==> config.mk <==
export PLATFORM = sky130hd
export DESIGN_NAME = mul_seq_ctrl
export DESIGN_NICKNAME = d
export VERILOG_FILES = /design/src/rtl/mul_seq_ctrl.sv
export SDC_FILE = /design/constraint.sdc
export NUM_CORES = 1
export LEC_CHECK = 0
export ABC_AREA = 1
export CORE_ASPECT_RATIO = 0.7
export CORE_UTILIZATION = 45
export DETAILED_ROUTE_END_ITERATION = 8
export PLACE_DENSITY = 0.82
export SYNTH_ARGS = -nofsm -noshare
export SYNTH_HDL_FRONTEND = slang
export SYNTH_SLANG_ARGS = --single-unit
==> constraint.sdc <==
create_clock -name clk -period 2 [get_ports clk]
set_input_delay 0.4 -clock clk [delete_from_list [all_inputs] [get_ports clk]]
set_output_delay 0.4 -clock clk [all_outputs]
set_load 0.03 [all_outputs]
==> src/rtl/mul_seq_ctrl.sv <==
// Sequential shift-and-add multiplier controller. Each CALC cycle does one add
// on an external combinational adder, then shifts the {A,Q} pair right by one.
module mul_seq_ctrl #(
  parameter int WIDTH = 8
) (
  input  logic               clk,
  input  logic               rst,
  input  logic               in_valid,
  output logic               in_ready,
  input  logic [WIDTH-1:0]   in1,
  input  logic [WIDTH-1:0]   in2,
  output logic               out_valid,
  input  logic               out_ready,
  output logic [2*WIDTH-1:0] out,
  output logic               busy,
  output logic [WIDTH-1:0]   add_a,
  output logic [WIDTH-1:0]   add_b,
  output logic               add_czero,
  input  logic [WIDTH-1:0]   add_sum,
  input  logic               add_cout
);

  localparam int CW = $clog2(WIDTH + 1);

  typedef enum logic [1:0] {
    S_IDLE = 2'd0,
    S_CALC = 2'd1,
    S_DONE = 2'd2
  } state_t;

  state_t           state_q;
  logic [WIDTH-1:0] m_q;
  logic [WIDTH-1:0] a_q;
  logic [WIDTH-1:0] q_q;
  logic [CW-1:0]    cnt_q;
  logic             in_ready_q;
  logic             busy_q;
  logic             out_valid_q;

  logic [WIDTH-1:0] a_d;
  logic [WIDTH-1:0] q_d;
  logic [CW-1:0]    cnt_d;

  // Adder is driven only while calculating; carry-out re-enters as the new MSB of A.
  always_comb begin
    add_a = '0;
    add_b = '0;
    if (busy_q) begin
      add_a = a_q;
      add_b = q_q[0] ? m_q : '0;
    end else begin
      add_a = '0;
      add_b = '0;
    end
    {a_d, q_d} = {add_cout, add_sum, q_q[WIDTH-1:1]};
    cnt_d      = cnt_q - CW'(1);
  end

  assign add_czero = 1'b0;
  assign out       = {a_q, q_q};
  assign in_ready  = in_ready_q;
  assign busy      = busy_q;
  assign out_valid = out_valid_q;

  // Control FSM, datapath registers and state-decoded handshake flags.
  always_ff @(posedge clk) begin
    if (rst) begin
      state_q     <= S_IDLE;
      m_q         <= '0;
      a_q         <= '0;
      q_q         <= '0;
      cnt_q       <= '0;
      in_ready_q  <= 1'b1;
      busy_q      <= 1'b0;
      out_valid_q <= 1'b0;
    end else begin
      case (state_q)
        S_IDLE: begin
          if (in_valid) begin
            m_q        <= in1;
            q_q        <= in2;
            a_q        <= '0;
            cnt_q      <= CW'(WIDTH);
            state_q    <= S_CALC;
            in_ready_q <= 1'b0;
            busy_q     <= 1'b1;
          end
        end
        S_CALC: begin
          a_q   <= a_d;
          q_q   <= q_d;
          cnt_q <= cnt_d;
          // Last iteration: the counter still reads 1 during this cycle.
          if (cnt_q == CW'(1)) begin
            state_q     <= S_DONE;
            busy_q      <= 1'b0;
            out_valid_q <= 1'b1;
          end
        end
        S_DONE: begin
          if (out_ready) begin
            state_q     <= S_IDLE;
            out_valid_q <= 1'b0;
            in_ready_q  <= 1'b1;
          end
        end
        default: begin
          state_q     <= S_IDLE;
          in_ready_q  <= 1'b1;
          busy_q      <= 1'b0;
          out_valid_q <= 1'b0;
        end
      endcase
    end
  end

endmodule

==> flow_summary.toml <==
[floorplan]
die_h_um = 51.0
initial_utilization_pct = 48.1
pin_count = 65
num_rows = 17
core_area_sq_mm = 0.00321
die_area_sq_mm = 0.00368
fp.dieW_um = 72.0

[final_layout]
final_common_cell = "nand2_1"
layout-drive-gt1-share_pct = 9.63
num-nets-final = 331
area_growth_pct = 47.7
final_cell_mix = "nand2_1 (65), clkdlybuf4s50_1 (55), nor2_1 (49)"
n_antenna_cell = 0

[clock_network]
htreeDepth = 2
cts_setup_buffers = 0
clk_pin_slew_ns = 0.06
clockBufferDepth = 2
cts_buffers = 5
hold_buffers = 0
root_buffer = "clkbuf_8"
cts.sinks = 33
cts.repair.resized = 1
cts_tree = "yes"
clock_latency_ns = 0.27

[logic_synthesis]
syn_inst = 235
yosysUniqueCellTypes = 21
synth_area_sq_mm = 0.00155
yosys_warnings = 0
ys_ff_latch = 33
yosysSeqAreaShare_pct = 42.8
synth_nets = 266
syn_area_per_cell_sq_um = 6.58

[drt]
highest_layer = "met4"
drtIter0Drc = 63
wl_met3_um = 191
finalWirelength_mm = 3.69
route.detailed.drc = 0
ant_nets = 0
wire_per_inst_um = 10.6
first_pass_iters = 4
wl_met2_mm = 1.69
drt-met1-wl_mm = 1.78
via_per_inst = 4.49
vias = 1564

[critical_path]
required_ns = 1.60
start_kind = "register"
crit_type = "reg -> out"
cp-end-kind = "output port"
reg2reg_depth = 5
arrival_ns = 1.53
crit_fanout = 11

[placed_design]
portBuffers = 63
place_congestion = 0.791
dp_slack_ns = 0.232
hpwlAfterDp_mm = 2.64

[sta]
slew_violations = 0
tightest_slew_ns = 0.515
rsz0062_at_grt = "no"
fin_crit_ns = 1.93
fmax_mhz = 519
fin_ws_ns = 0.0734
setup_violations = 0
fin_setup_tns_ns = 0
max-slew-margin-rel_pct = 65.6
period_share_pct = 96.3
hold_viol = 0
fin_worst_skew_ns = 0.00254

[worst_hold_path]
hold_class = "reg -> reg"
hold_depth = 2

[pwr]
power.density_mw_per_mm2 = 733
ir_drop_uv = 534
p_leak_nw = 1.10

[global_route]
grt_pass1_wl_mm = 6.13
grtUsageTotal_pct = 21.5
grt_pass1_vias = 1401
gr-total-overflow = 0
grt_start_max_net_pins = 24
antenna_found_initial = 0

[job]
maxCapViolCount = 0

[run_status]
outcome = "complete, no violations"
==> logic make-up after synthesis <==
kind of cell / count (synthesis) / share of synthesized area [%]
adder cells (fa/ha/maj): 2 / 1.62
buffers and inverters: 44 / 13.0
flip-flops: 33 / 42.8
other: 1 / 0.243
AND/OR/NAND/NOR: 130 / 34.1
AO/OA/AOI/OAI: 25 / 8.34
==> metal layers <==
metal  vias up  GRT usage, %
met5         -             0
met4         0          6.21
met3         4          5.33
met2        47          35.8
met1       678          27.7
li1        835             -
==> power breakdown <==
group	switching (mW)	internal (mW)
sequential	0.0437	0.711
combinational	0.213	0.169
clock	0.225	0.311
==> synthesized netlist by cell type <==
cell type  number  area share (%)
dfxtp_1        33              43
nand2_1        65              16
nor2_1         49              12
nand3_1        10             3.2
buf_4           3             1.5
inv_1          32             7.8
buf_2           1            0.32
buf_6           3             2.2
ha_1            2             1.6
inv_2           2            0.49
buf_1           1            0.24
o21ai_0        10             3.2
or2_2           1            0.41
conb_1          1            0.24
o21ai_2         1            0.57
nand4_1         1            0.41
a21oi_1        14             4.5
clkbuf_1        2            0.49
nand3b_1        1            0.49
nand2_2         1            0.41
nor2_4          2             1.5
==> metrics by stage <==
stage	total power, mW	instances	utilization [%]	cell area [sq um]	hold slack (ns)
6_report	1.67	348	71.1	2280	0.465
3_3_place_gp	1.14	340	67.9	2180	0.460
2_1_floorplan	1.00	235	-	1550	0.455
3_5_place_dp	1.15	340	67.9	2180	0.455
4_1_cts	1.68	348	71.1	2280	0.471
5_1_grt	1.76	348	71.1	2280	0.498
==> path summary, 6_finish.rpt <==
kind / start / end / slack [ns]
worst max-delay path: busy / add_a[4] / 0.07
worst min-delay path: in_ready / in_ready / 0.47
worst max register to register: state_q[1] / busy / 0.58
worst min register to register: in_ready / in_ready / 0.47
==> critical path, cell delays in order (launching register included) <==
cell and delay, ns:
dfxtp_2 0.44, nand2_1 0.09, inv_1 0.06, clkdlybuf4s50_1 0.66
==> layout make-up <==
type                            instances  area [sq um]
Clock buffer                            7          96.3
Multi-Input combinational cell        158           684
Inverter                               34           128
Timing Repair Buffer                   68           648
Fill cell                             275           930
Sequential cell                        33           662
Clock inverter                          1          5.00
Tap cell                               47          58.8
==> flip-flops by register name, summed over array words and instances (netlist names) <==
register	flops
q_q	8
state_q	2
a_q	8
m_q	8
busy	1
in_ready	1
cnt_q	4
out_valid	1
(Power assumes the default switching activity.)
